===== src/rtl/alu_issue.sv =====
// alu_issue: decodes RV32I R-type / I-type ALU instructions, reads operands from
// the local register file and presents a registered op bundle to the ALU with
// valid/ready handshaking. The writeback stage owns the register-file write port.
module alu_issue #(
    parameter int unsigned WORD_SIZE = 32
) (
    input  logic                 clk,
    input  logic                 rst,
    input  logic                 in_valid,
    output logic                 in_ready,
    input  logic [31:0]          instr,
    input  logic                 wb_en,
    input  logic [4:0]           wb_addr,
    input  logic [WORD_SIZE-1:0] wb_data,
    output logic                 out_valid,
    input  logic                 out_ready,
    output logic [2:0]           alu_op,
    output logic [WORD_SIZE-1:0] arg1,
    output logic [WORD_SIZE-1:0] arg2,
    output logic [4:0]           rd,
    output logic                 illegal
);

    localparam int unsigned REG_COUNT = 32;
    localparam int unsigned ADDR_W    = 5;
    localparam int unsigned OP_W      = 3;
    localparam int unsigned IMM_W     = 12;

    localparam logic [6:0] OPC_R = 7'b0110011;
    localparam logic [6:0] OPC_I = 7'b0010011;

    localparam logic [6:0] F7_BASE = 7'b0000000;
    localparam logic [6:0] F7_ALT  = 7'b0100000;

    localparam logic [OP_W-1:0] OP_AND = 3'd0;
    localparam logic [OP_W-1:0] OP_OR  = 3'd1;
    localparam logic [OP_W-1:0] OP_XOR = 3'd2;
    localparam logic [OP_W-1:0] OP_SLL = 3'd3;
    localparam logic [OP_W-1:0] OP_SRL = 3'd4;
    localparam logic [OP_W-1:0] OP_ADD = 3'd5;
    localparam logic [OP_W-1:0] OP_SUB = 3'd6;

    logic [WORD_SIZE-1:0] rf [REG_COUNT];

    logic [6:0]        opcode;
    logic [2:0]        funct3;
    logic [6:0]        funct7;
    logic [ADDR_W-1:0] rs1_idx;
    logic [ADDR_W-1:0] rs2_idx;
    logic [ADDR_W-1:0] rd_idx;

    logic [OP_W-1:0]      dec_op;
    logic                 dec_illegal;
    logic                 dec_use_imm;
    logic [WORD_SIZE-1:0] dec_imm;
    logic [WORD_SIZE-1:0] imm_sext;
    logic [WORD_SIZE-1:0] imm_shamt;

    logic [WORD_SIZE-1:0] rs1_val;
    logic [WORD_SIZE-1:0] rs2_val;
    logic [WORD_SIZE-1:0] nxt_arg1;
    logic [WORD_SIZE-1:0] nxt_arg2;
    logic [ADDR_W-1:0]    nxt_rd;
    logic                 accept;

    assign opcode  = instr[6:0];
    assign rd_idx  = instr[11:7];
    assign funct3  = instr[14:12];
    assign rs1_idx = instr[19:15];
    assign rs2_idx = instr[24:20];
    assign funct7  = instr[31:25];

    assign imm_sext  = {{(WORD_SIZE-IMM_W){instr[31]}}, instr[31:20]};
    assign imm_shamt = WORD_SIZE'(instr[24:20]);

    // Stage can take a new instruction when the output slot is empty or draining.
    assign in_ready = !rst && (!out_valid || out_ready);
    assign accept   = in_valid && in_ready;

    // Instruction decode: ALU op, immediate selection and legality.
    always_comb begin
        dec_op      = OP_ADD;
        dec_illegal = 1'b0;
        dec_use_imm = 1'b0;
        dec_imm     = '0;
        unique case (opcode)
            OPC_R: begin
                if (funct7 == F7_BASE) begin
                    unique case (funct3)
                        3'b000:  dec_op = OP_ADD;
                        3'b111:  dec_op = OP_AND;
                        3'b110:  dec_op = OP_OR;
                        3'b100:  dec_op = OP_XOR;
                        3'b001:  dec_op = OP_SLL;
                        3'b101:  dec_op = OP_SRL;
                        default: dec_illegal = 1'b1;
                    endcase
                end else if (funct7 == F7_ALT && funct3 == 3'b000) begin
                    dec_op = OP_SUB;
                end else begin
                    dec_illegal = 1'b1;
                end
            end
            OPC_I: begin
                dec_use_imm = 1'b1;
                unique case (funct3)
                    3'b000: begin dec_op = OP_ADD; dec_imm = imm_sext; end
                    3'b111: begin dec_op = OP_AND; dec_imm = imm_sext; end
                    3'b110: begin dec_op = OP_OR;  dec_imm = imm_sext; end
                    3'b100: begin dec_op = OP_XOR; dec_imm = imm_sext; end
                    3'b001: begin
                        dec_op  = OP_SLL;
                        dec_imm = imm_shamt;
                        if (funct7 != F7_BASE) dec_illegal = 1'b1;
                    end
                    3'b101: begin
                        dec_op  = OP_SRL;
                        dec_imm = imm_shamt;
                        if (funct7 != F7_BASE) dec_illegal = 1'b1;
                    end
                    default: dec_illegal = 1'b1;
                endcase
            end
            default: dec_illegal = 1'b1;
        endcase
        if (dec_illegal) begin
            dec_op = OP_ADD;
        end
    end

    // Operand read with x0 forced to zero and write-first bypass from writeback.
    always_comb begin
        rs1_val = rf[rs1_idx];
        rs2_val = rf[rs2_idx];
        if (wb_en && wb_addr == rs1_idx) rs1_val = wb_data;
        if (wb_en && wb_addr == rs2_idx) rs2_val = wb_data;
        if (rs1_idx == '0) rs1_val = '0;
        if (rs2_idx == '0) rs2_val = '0;
    end

    // Bundle payload; illegal encodings are flattened to a harmless add 0,0 -> x0.
    always_comb begin
        nxt_arg1 = rs1_val;
        nxt_arg2 = dec_use_imm ? dec_imm : rs2_val;
        nxt_rd   = rd_idx;
        if (dec_illegal) begin
            nxt_arg1 = '0;
            nxt_arg2 = '0;
            nxt_rd   = '0;
        end
    end

    // Register file write port; x0 is never written, contents survive reset.
    always_ff @(posedge clk) begin
        if (wb_en && wb_addr != '0) begin
            rf[wb_addr] <= wb_data;
        end
    end

    // Output bundle register: load on accept, drop valid when drained, hold on stall.
    always_ff @(posedge clk) begin
        if (rst) begin
            out_valid <= 1'b0;
            alu_op    <= '0;
            arg1      <= '0;
            arg2      <= '0;
            rd        <= '0;
            illegal   <= 1'b0;
        end else if (accept) begin
            out_valid <= 1'b1;
            alu_op    <= dec_op;
            arg1      <= nxt_arg1;
            arg2      <= nxt_arg2;
            rd        <= nxt_rd;
            illegal   <= dec_illegal;
        end else if (out_ready) begin
            out_valid <= 1'b0;
        end
    end

endmodule


===== config.mk =====
export PLATFORM = sky130hd
export DESIGN_NAME = alu_issue
export DESIGN_NICKNAME = d
export VERILOG_FILES = /design/src/rtl/alu_issue.sv
export SDC_FILE = /design/constraint.sdc
export NUM_CORES = 1
export LEC_CHECK = 0
export CAP_MARGIN = 20
export CORE_MARGIN = 2
export CORE_UTILIZATION = 50
export CTS_BUF_LIST = sky130_fd_sc_hd__clkbuf_16
export DETAILED_ROUTE_END_ITERATION = 16
export PLACE_DENSITY = 0.73
export REMOVE_ABC_BUFFERS = 1
export SYNTH_ARGS = -nofsm -noshare
export SYNTH_HDL_FRONTEND = slang
export SYNTH_SLANG_ARGS = --single-unit

===== constraint.sdc =====
create_clock -name clk -period 4.5 [get_ports clk]
set_input_delay 0.9 -clock clk [delete_from_list [all_inputs] [get_ports clk]]
set_output_delay 0.9 -clock clk [all_outputs]
set_load 0.005 [all_outputs]

==> metrics.txt <==
outcome finished, final reports clean; CTS tree yes; Seq/Total Area, Yosys 0.641; Root Buffer clkbuf_16; H-tree depth 3; Final Cell Area 58000 sq um; ys flop type edfxtp_1; fill cell count 7233; die area 103000 sq um; vias per std cell 7.06; Startpoint Class input port; initial DRC count 4475; Metal-1 WL 53700 um; Distinct cells, synth 58; Final HPWL DP 89700 um; R2R Setup Slk 1840 ps; I/O Buffers 148; initial antenna violation count 4; CP max stage delay 580 ps; wire length on met2 70800 um; Pins Over Slew Limit 0; postcts setup bufs 0; cell depth of the worst flop-to-flop path 7; number of clock sinks 1098; WL per Instance 34.3 um; first-pass GRT wire length 215000 um; number of nets in the layout 3048; Post-Syn Area per Cell 18.4 sq um; period utilization 0.724; CTS clock-pin slew for the worst setup and hold paths 60 ps; Die H 321 um; Std-Cell Rows 116; Worst Min Path Start arg1[6]; DRC Markers 0; Cell Area, Synth 50300 sq um; vias in the first global route 31395; Clock Latency Late Sink 680 ps; setup TNS 0 ps; Die W 321 um; Hold Buf Count CTS 0; Post-DP Area 54200 sq um; core area 99900 sq um; FMAX 0.307 GHz; Final Power 22.2 mW; launch point of the worst reg-to-reg path out_valid; Slew Limit Headroom 0.163; total CTS buffers 108; Worst Path Class, Setup in2reg; initial core utilization 0.504; I/O Pins 149; async set or reset register ratio after synthesis 0; EDFF count, synth 1024; final hold viol count 0; CP required 5080 ps; fin crit period 3260 ps; WHS Endpoint arg1[6]; largest net degree at the start of global routing 95; number of setup violations in the final report 0; Max Used Layer met5; #FFs+latches synth 1098; Yosys warning count 0; routability cong. 0.874; Layout Skew 17.9 ps; MaxCap Viol Count 0; via count 30849; crit path cell chain clkdlybuf4s50_1, or4_1, o41ai_1, nand3_1, nor2_4, o41ai_4, buf_4, o31ai_1; share of cells above drive strength 1 0.271; worst vdd ir 0.337 mV; Tightest Hold Check Type reg2reg; static leakage 19.0 nW; Reg-to-Reg End arg1[30]; Hold Crit Depth 2; post-CTS sizing 0; Pwr Density 383 nW/um^2; Routed WL 150000 um; slowest CP cell or4_1; number of iterations in the first detailed-routing pass 6; Fin Hold WS 457 ps; GRT Util Overall 0.289; Bufs on Longest Clock Path 3; RSZ-0062 raised after global routing false; area grow syn2layout 15.4%; Mapped Cells 2737; Overflow after GRT 0; Met3 Wirelength 17800 um; crit path DAT 3840 ps; CP endpoint kind flip-flop; antenna-violating nets left 0; Max FO, Critical Path 32; worst slew pin tran 1260 ps
[cells in the mapped netlist, drive strengths merged, types with 23 or more instances]
cell / number / area, sq um
nor2b: 26 / 163
nand2: 80 / 300
o22ai: 79 / 494
mux2i: 263 / 2630
clkbuf: 119 / 450
a21oi: 65 / 325
dfxtp: 74 / 1480
edfxtp: 1024 / 30700
nor4: 23 / 144
a22oi: 128 / 961
buf: 101 / 607
nor2: 74 / 285
mux4: 449 / 10100
o21ai: 73 / 365
[report_power, final]
| group | leakage, nW | switching [mW] | internal (mW) |
|---|---|---|---|
| Clock | 1.80 | 3.81 | 5.13 |
| Combinational | 7.33 | 1.08 | 0.835 |
| Sequential | 9.85 | 0.0651 | 11.3 |
[metal layers]
metal,up-vias,GRT usage
li1,12126,-
met1,16042,0.391
met2,2260,0.452
met3,417,0.0618
met4,4,0.135
met5,-,0
[worst max-delay path by stage]
stage,end,startpoint,slack (ps),cells after the start
2_1_floorplan,arg2[6],out_ready,820,5
6_report,arg1[30],instr[28],1240,8
3_5_place_dp,arg1[30],instr[27],620,8
3_3_place_gp,arg1[30],instr[27],660,8
4_1_cts,arg1[30],instr[27],1330,8
5_1_grt,arg1[30],instr[27],1180,8
[cells in the final DEF, fill, tap and decap left out, types with 11 or more instances in the layout]
| cell | count |
|---|---|
| a21oi_1 | 64 |
| dfxtp_1 | 74 |
| buf_12 | 24 |
| o21ai_1 | 45 |
| a221oi_1 | 16 |
| nand2_1 | 79 |
| a22oi_1 | 128 |
| edfxtp_1 | 1024 |
| mux2i_1 | 263 |
| mux4_2 | 449 |
| clkinv_2 | 18 |
| a211o_1 | 11 |
| clkinv_1 | 30 |
| a222oi_1 | 17 |
| nor2_4 | 34 |
| nor2b_1 | 24 |
| conb_1 | 32 |
| nor4_1 | 23 |
| nor3_1 | 16 |
| buf_4 | 134 |
| bufinv_16 | 12 |
| clkdlybuf4s50_1 | 139 |
| o22ai_1 | 79 |
| inv_1 | 32 |
| o21ai_0 | 27 |
| clkbuf_16 | 117 |
| a31oi_1 | 15 |
| nor2_1 | 40 |
[layout make-up]
class                           count  area [sq um]  share of cell area
Clock inverter                     92           708              0.0122
Multi-Input combinational cell   1444         17400               0.300
Clock buffer                      111          2780              0.0479
Tap cell                         1298          1620              0.0280
Timing Repair Buffer              316          3240              0.0559
Antenna cell                        4          10.0            0.000172
Inverter                            6          22.5            0.000388
Sequential cell                  1098         32200               0.555
[registers in the layout, indices dropped and copies added (netlist names)]
name,flops
arg1,32
rd,5
alu_op,3
out_valid,1
illegal,1
rf,1024
arg2,32
[logic make-up (layout without fill, tap and decap cells)]
| logic type | Yosys count | after routing | synth area share |
|---|---|---|---|
| xor gates and xnor gates | 12 | 12 | 0.00209 |
| AOI/OAI and AO/OA | 425 | 425 | 0.0565 |
| other | 1 | 36 | 0.0000746 |
| DFF | 1098 | 1098 | 0.641 |
| muxes | 712 | 712 | 0.253 |
| buffers and inverters | 226 | 525 | 0.0215 |
| and+or+nand+nor | 263 | 263 | 0.0256 |
[worst max-delay path: cells and delay by family]
| kind | cells | cell delay, ps |
|---|---|---|
| AO/OA/AOI/OAI | 3 | 800 |
| buffers and inverters | 2 | 820 |
| AND/OR/NAND/NOR | 3 | 1280 |
[through the flow]
stage,std cells,util,setup WS [ps]
after floorplan,2548,-,818
after global placement,4150,0.543,658
after detailed placement,4150,0.543,620
after CTS,4353,0.578,1330
after global routing,4368,0.581,1180
final,4369,0.581,1240
(Power assumes the default switching activity.)
